File: config.mk
export PLATFORM = sky130hd
export DESIGN_NAME = uart_cfg
export DESIGN_NICKNAME = d
export VERILOG_FILES = /design/src/rtl/uart_cfg.sv
export SDC_FILE = /design/constraint.sdc
export NUM_CORES = 1
export LEC_CHECK = 0
export ABC_AREA = 1
export CORE_UTILIZATION = 50
export CTS_CLUSTER_DIAMETER = 40
export CTS_CLUSTER_SIZE = 40
export DETAILED_ROUTE_END_ITERATION = 6
export GPL_ROUTABILITY_DRIVEN = 0
export PLACE_DENSITY = 0.75
export SLEW_MARGIN = 10
export SYNTH_ARGS = -nofsm -noshare
export SYNTH_HDL_FRONTEND = slang
export SYNTH_SLANG_ARGS = --single-unit
File: constraint.sdc
create_clock -name clk -period 8.1 [get_ports clk]
set_input_delay 1.215 -clock clk [delete_from_list [all_inputs] [get_ports clk]]
set_output_delay 1.215 -clock clk [all_outputs]
set_load 0.01 [all_outputs]
File: src/rtl/uart_cfg.sv
// Configurable full-duplex UART: 5..9 data bits, optional even/odd parity, 1 or 2 stop bits,
// runtime baud divisor, with parity/framing/overrun reporting and break handling on receive.
module uart_cfg #(
  parameter int unsigned DATA_BITS = 8,
  parameter int unsigned PARITY    = 0,
  parameter int unsigned STOP_BITS = 1,
  parameter int unsigned BAUD_W    = 13
) (
  input  logic                 clk,
  input  logic                 rst,
  input  logic [BAUD_W-1:0]    baud_div,
  input  logic                 RX,
  output logic                 TX,
  input  logic                 trmt,
  input  logic [DATA_BITS-1:0] tx_data,
  output logic                 tx_busy,
  output logic                 tx_done,
  output logic [DATA_BITS-1:0] rx_data,
  output logic                 rx_rdy,
  input  logic                 clr_rx_rdy,
  output logic                 parity_err,
  output logic                 frame_err,
  output logic                 overrun
);

  localparam logic [2:0] IDLE  = 3'd0;
  localparam logic [2:0] START = 3'd1;
  localparam logic [2:0] DATA  = 3'd2;
  localparam logic [2:0] PAR   = 3'd3;
  localparam logic [2:0] STOP  = 3'd4;
  localparam logic [2:0] BRK   = 3'd5;

  localparam bit         HAS_PAR   = (PARITY != 0);
  localparam bit         ODD       = (PARITY == 2);
  localparam logic [3:0] LAST_DATA = 4'(DATA_BITS - 1);
  localparam logic [3:0] LAST_STOP = 4'(STOP_BITS - 1);

  logic [BAUD_W-1:0] div_c;
  assign div_c = (baud_div < BAUD_W'(3)) ? BAUD_W'(3) : baud_div;

  // ---------------- transmitter ----------------
  logic [2:0]           tx_state_q;
  logic [BAUD_W-1:0]    tx_cnt_q, tx_div_q;
  logic [DATA_BITS-1:0] tx_sh_q;
  logic                 tx_par_q;
  logic [3:0]           tx_idx_q;

  always_ff @(posedge clk or posedge rst) begin
    if (rst) begin
      tx_state_q <= IDLE;
      TX         <= 1'b1;
      tx_busy    <= 1'b0;
      tx_done    <= 1'b0;
      tx_cnt_q   <= '0;
      tx_div_q   <= '0;
      tx_sh_q    <= '0;
      tx_par_q   <= 1'b0;
      tx_idx_q   <= '0;
    end else begin
      case (tx_state_q)
        IDLE: if (trmt) begin
          tx_state_q <= START;
          TX         <= 1'b0;
          tx_busy    <= 1'b1;
          tx_done    <= 1'b0;
          tx_div_q   <= div_c;
          tx_cnt_q   <= div_c;
          tx_sh_q    <= tx_data;
          tx_par_q   <= (^tx_data) ^ ODD;
        end
        default: if (tx_cnt_q != '0) begin
          tx_cnt_q <= tx_cnt_q - 1'b1;
        end else begin
          // Bit period over: drive the next bit level for a fresh full period.
          tx_cnt_q <= tx_div_q;
          case (tx_state_q)
            START: begin
              tx_state_q <= DATA;
              TX         <= tx_sh_q[0];
              tx_idx_q   <= '0;
            end
            DATA: if (tx_idx_q == LAST_DATA) begin
              if (HAS_PAR) begin
                tx_state_q <= PAR;
                TX         <= tx_par_q;
              end else begin
                tx_state_q <= STOP;
                TX         <= 1'b1;
                tx_idx_q   <= '0;
              end
            end else begin
              tx_idx_q <= tx_idx_q + 1'b1;
              tx_sh_q  <= tx_sh_q >> 1;
              TX       <= tx_sh_q[1];
            end
            PAR: begin
              tx_state_q <= STOP;
              TX         <= 1'b1;
              tx_idx_q   <= '0;
            end
            default: if (tx_idx_q == LAST_STOP) begin
              tx_state_q <= IDLE;
              tx_busy    <= 1'b0;
              tx_done    <= 1'b1;
            end else begin
              tx_idx_q <= tx_idx_q + 1'b1;
            end
          endcase
        end
      endcase
    end
  end

  // ---------------- receiver ----------------
  logic                 rx_meta_q, rx_s_q;
  logic [2:0]           rx_state_q;
  logic [BAUD_W-1:0]    rx_cnt_q, rx_div_q;
  logic [DATA_BITS-1:0] rx_sh_q;
  logic                 rx_pbit_q, rx_stop_bad_q;
  logic [3:0]           rx_idx_q;

  always_ff @(posedge clk or posedge rst) begin
    if (rst) begin
      rx_meta_q <= 1'b1;
      rx_s_q    <= 1'b1;
    end else begin
      rx_meta_q <= RX;
      rx_s_q    <= rx_meta_q;
    end
  end

  always_ff @(posedge clk or posedge rst) begin
    if (rst) begin
      rx_state_q    <= IDLE;
      rx_cnt_q      <= '0;
      rx_div_q      <= '0;
      rx_sh_q       <= '0;
      rx_pbit_q     <= 1'b0;
      rx_stop_bad_q <= 1'b0;
      rx_idx_q      <= '0;
      rx_data       <= '0;
      rx_rdy        <= 1'b0;
      parity_err    <= 1'b0;
      frame_err     <= 1'b0;
      overrun       <= 1'b0;
    end else begin
      // A frame completing on this edge overrides the acknowledge below.
      if (clr_rx_rdy) begin
        rx_rdy  <= 1'b0;
        overrun <= 1'b0;
      end
      case (rx_state_q)
        IDLE: if (!rx_s_q) begin
          rx_state_q <= START;
          rx_div_q   <= div_c;
          rx_cnt_q   <= div_c >> 1;
        end
        BRK: if (rx_s_q) rx_state_q <= IDLE;
        default: if (rx_cnt_q != '0) begin
          rx_cnt_q <= rx_cnt_q - 1'b1;
        end else begin
          rx_cnt_q <= rx_div_q;
          case (rx_state_q)
            START: if (rx_s_q) begin
              rx_state_q <= IDLE;
            end else begin
              rx_state_q <= DATA;
              rx_idx_q   <= '0;
            end
            DATA: begin
              rx_sh_q <= {rx_s_q, rx_sh_q[DATA_BITS-1:1]};
              if (rx_idx_q == LAST_DATA) begin
                rx_state_q    <= HAS_PAR ? PAR : STOP;
                rx_idx_q      <= '0;
                rx_stop_bad_q <= 1'b0;
              end else begin
                rx_idx_q <= rx_idx_q + 1'b1;
              end
            end
            PAR: begin
              rx_pbit_q  <= rx_s_q;
              rx_state_q <= STOP;
            end
            default: if (rx_idx_q != LAST_STOP) begin
              rx_idx_q      <= rx_idx_q + 1'b1;
              rx_stop_bad_q <= rx_stop_bad_q | ~rx_s_q;
            end else begin
              rx_data    <= rx_sh_q;
              parity_err <= HAS_PAR && (rx_pbit_q != ((^rx_sh_q) ^ ODD));
              frame_err  <= rx_stop_bad_q | ~rx_s_q;
              rx_rdy     <= 1'b1;
              overrun    <= rx_rdy & ~clr_rx_rdy;
              // A line still low here is a break: report one frame, then wait for idle.
              rx_state_q <= rx_s_q ? IDLE : BRK;
            end
          endcase
        end
      endcase
    end
  end

endmodule
### After elaboration in Yosys (flattened, before gate mapping)

Cells that the tools add are included.

| cells by class | value |
|---|---|
| $add $sub $neg | 4 |
| order comparisons | 1 |
| eq/ne operators | 22 |
| multiplexer cells | 61 |
| bitwise operators | 13 |
| reductions and logical operators | 30 |

Operators with widths:

| operator | count |
|---|---|
| $mux 13 | 6 |
| $mux 8 | 5 |
| $mux 3 | 11 |
| $pmux 13 s2 | 1 |
| $reduce_bool 13->1 | 2 |
| $sub 13x1->13 const B | 2 |
| $mux 1 | 25 |
| $mux 4 | 5 |
| $pmux 3 s3 | 2 |
| $reduce_and 4->1 | 4 |
| $reduce_and 5->1 | 3 |
| $lt 13x2->1 const B | 1 |
| $eq 3x2->1 const B | 4 |
| $pmux 4 s3 | 1 |
| $not 1->1 | 11 |
| $ne 2x2->1 const B | 5 |
| $reduce_and 3->1 | 3 |
| $add 4x1->4 const B | 2 |
| $eq 4x3->1 const B | 2 |
| $pmux 4 s2 | 1 |
| $reduce_bool 4->1 | 2 |
| $eq 3x1->1 const B | 2 |
| $logic_not 3->1 | 2 |
| $ne 2x1->1 const B | 3 |
| 18 further kinds | 26 |

| storage, ports and cells | value |
|---|---|
| register bits | 99 |
| bits of input ports | 26 |
| output and inout port bits | 15 |
| logic and storage cells | 151 |

### Logic depth before layout (Yosys ltp)

| logic depth | value |
|---|---|
| depth in word-level cells | 6 |
| mapped depth | 11 |
| gate-level depth less buffers | 11 |

### Least setup slack after synthesis

Ideal clock, no wire load.

| timing | value |
|---|---|
| path type | in2reg |
| start point | in trmt |
| end point | reg tx_div_q[12] |
| setup time | 0.133 ns |
| arrival | 1.835 ns |
| data required time | 7.967 ns |
| setup slack | 6.132 ns |
| stages on the path | 6 |
| buffers on the path | 1 |
| cells stage by stage | inv_1 > nor2_4 > inv_1 > clkbuf_1 > nand2_1 > o21ai_0 |

| on the way | value |
|---|---|
| word-level cells in the longest chain between the ends | 1 |

Ends and longest elaborated chain:

| element | RTL line | source |
|---|---|---|
| start, declared | 14 | `input logic trmt,` |
| $reduce_and 2->1 (no line) | -- |  |
| end signal, assigned | 66 | `tx_div_q <= div_c;` |
| end, declared | 43 | `logic [BAUD_W-1:0] tx_cnt_q, tx_div_q;` |

No other way between the ends.
A chain may end at the register's enable or synchronous reset.

### Worst setup path after layout

| timing | value |
|---|---|
| start point | reg TX |
| end point | out TX |

RTL lines:

| element | RTL line | source |
|---|---|---|
| start, declared | 13 | `output logic TX,` |
| start signal, assigned | 79 | `TX <= tx_sh_q[0];` |
| start signal, assigned | 85 | `TX <= tx_par_q;` |
| start signal, assigned | 94 | `TX <= tx_sh_q[1];` |

No word-level cell between the ends.

==> results.tsv <==
metric	value	unit
start_util	0.5162	
pwr_density_cell	324.1	nW/um^2
grt_start_max_net_pins	57	
antenna_left	0	
nFillCells	1045	
max_stage_delay	0.54	ns
synth_nets	817	
post_cts_buffers	0	
worstPathCellList	clkdlybuf4s50_1	
min-delay-start	rx_meta_q	
antenna_found_initial	0	
synth_commonest_cells	nand2_1 (246), dfrtp_1 (96), inv_1 (88), nor2_1 (81), nand3_1 (79)	
fin_util	0.5772	
drt_pass1_iterations	5	
hold_class	reg2reg	
synth_flop_cell	dfrtp_1	
ys_seq_area_frac	0.4415	
max-slew-margin-rel	0.4992	
rsz0062_at_grt	false	
cp.arrival	1.45	ns
drt-total-wl	12750	um
fmax	375.6	MHz
drt_iter0_markers	348	
diodes	0	
finalCritPeriodShare	0.3287	
syn_area	5620	sq um
synth_edf_count	0	
ir_drop	0.0001859	V
cp_num_buf_inv	1	
drc	0	
hold_depth	0	
p_leak	3.156	nW
worstMarginPinSlew	0.7485	ns
grt_overflow	0	
dieArea	11670	sq um
yosys-top-cells-area	dfrtp_1 (43%), nand2_1 (16%), nand3_1 (7.0%)	
fp.dieW	108.0	um
ys_ff_latch	99	
worstPathRequired	6.88	ns
synth-compound-area-share	0.1055	
min_to	rx_s_q	
finalSetupTns	0	ns
synth.most_common_cell	nand2_1	
r2r_cells	7	
synthXorXnorAreaFrac	0.009350	
final_layout_size_suffix_gt1_frac	0.07308	
finalHoldViolations	0	
avgSynthCellArea	7.178	sq um
synthMuxAreaShare	0	
setup_viol	0	
postLayoutCellArea	6285	sq um
io_buffers	39	
r2r_start	tx_cnt_q[8]	
fp.dieH	108.0	um
synth_top_family_by_area	simple AND/OR/NAND/NOR gates	
hpwl	9352	um
cts_made_buffers	9	
crit_type	reg2out	
finalMaxSlewViolations	0	
synth_cell_types	36	
finalCriticalPeriod	2.663	ns
async_reset_ff_frac	1.000	
core-area	10890	sq um
cts_tree	yes	
htree_levels	3	
r2r_slack	5.88	ns
status	complete, no violations	
synth_top_area_share	0.4274	
clkTransAtPathRegs	0.10	ns
cp_top_family	flip-flops	
start_kind	flip-flop	
cts_buffer_depth	2	
end_kind	output pin	
dr_total_vias	5027	
nNetsFinal	850	
avgRoutedWirePerCell	13.27	um
cts_sinks	99	
drv_cap	0	
hold_buffers	0	
core.rowCount	38	
yosys.area_share.adder	0.01781	
grt_pass1_vias	4635	
grt_usage	0.2350	
cp_slowest_cell	dfstp_2	
synthCells	783	
yosysWarnings	0	
cts_resized	0	
vias_per_cell	5.231	
ios	41	
synth_area_leader_cell	dfrtp_1	
place_area	6101	sq um
cts-root-buf	clkbuf_8	
rr_endpoint	tx_cnt_q[7]	
crit_path_max_fanout	2	
finClkSkew	0.01114	ns
grt_pass1_wl	21520	um
insertion_delay	0.39	ns
area_growth	11.82	%
synthSimpleGateAreaFrac	0.3448	
## cell type report
class,instances,area (sq um),share of cell area
clock buffer,9,123.9,0.01971
multi-input combinational,571,2688,0.4276
inverter,95,359.1,0.05714
clock inverter,7,60.06,0.009556
tap,140,175.2,0.02787
sequential,99,2481,0.3948
timing repair buffer,40,397.9,0.06331
## state kept, by name, summed over array words and instances, names as in the netlist, 3 cells and up
signal	count
tx_sh_q	8
tx_state_q	3
rx_cnt_q	13
tx_idx_q	4
rx_sh_q	8
tx_cnt_q	13
tx_div_q	13
rx_div_q	13
rx_idx_q	4
rx_data	8
rx_state_q	3
## where the power goes
part           internal (mW)  switching (mW)
Clock                  0.117           0.190
Sequential             0.664           0.133
Combinational          0.302           0.631
Total                   1.08           0.954
## through the flow
step	power (mW)	worst slack [ns]	hold WS, ns	std cells
final	2.037	5.437	0.3624	961
after global routing	2.230	5.385	0.3694	961
after CTS	2.039	5.411	0.3659	961
after detailed placement	1.727	5.164	0.3513	945
after global placement	1.691	5.217	0.3464	945
after floorplan	1.507	4.300	0.3452	783
## layout by cell type (no fill, tap or decap), drive strengths merged, types with 8 or more instances in the layout
cell           count
inv               98
clkdlybuf4s50     39
nand2            257
a21oi             27
o21ai             76
ha                 8
nand3             79
nand4             10
dfrtp             96
clkbuf             9
nor2              92
## cell families (layout without fill, tap and decap cells)
| group | after synthesis | after routing |
|---|---|---|
| simple gates | 447 | 447 |
| buf+inv | 113 | 151 |
| compound gates | 109 | 109 |
| flops | 99 | 99 |
| fa+ha+maj | 8 | 8 |
| xor+xnor | 6 | 6 |
| other cells | 1 | 1 |
## worst max-delay path by stage
| stage | end | startpoint | cells past startpoint | slack, ns |
|---|---|---|---|---|
| 5_1_grt | TX | TX | 1 | 5.38 |
| 4_1_cts | TX | TX | 1 | 5.41 |
| 2_1_floorplan | frame_err | rst | 1 | 4.30 |
| 3_3_place_gp | tx_sh_q[6] | trmt | 8 | 5.22 |
| 6_report | TX | TX | 1 | 5.44 |
| 3_5_place_dp | tx_sh_q[4] | trmt | 8 | 5.16 |
## per-layer routing
layer	wire, um	GRT usage	part of all wire	up-vias
met5	0	0	0	-
met2	6277	0.3999	0.49	122
li1	-	-	-	2547
met3	558	0.05124	0.044	19
met1	5726	0.2918	0.45	2339
met4	189	0.08708	0.015	0
## worst reg2reg max path, cell delays in order, from the launching register on
cell	delay, ns
dfrtp_1	0.44
nor2_1	0.17
nand2_1	0.10
nor2_1	0.58
nand3_1	0.27
o21ai_0	0.36
nor2_1	0.10
nor2_1	0.13
Power figures use the tool's default switching activity.
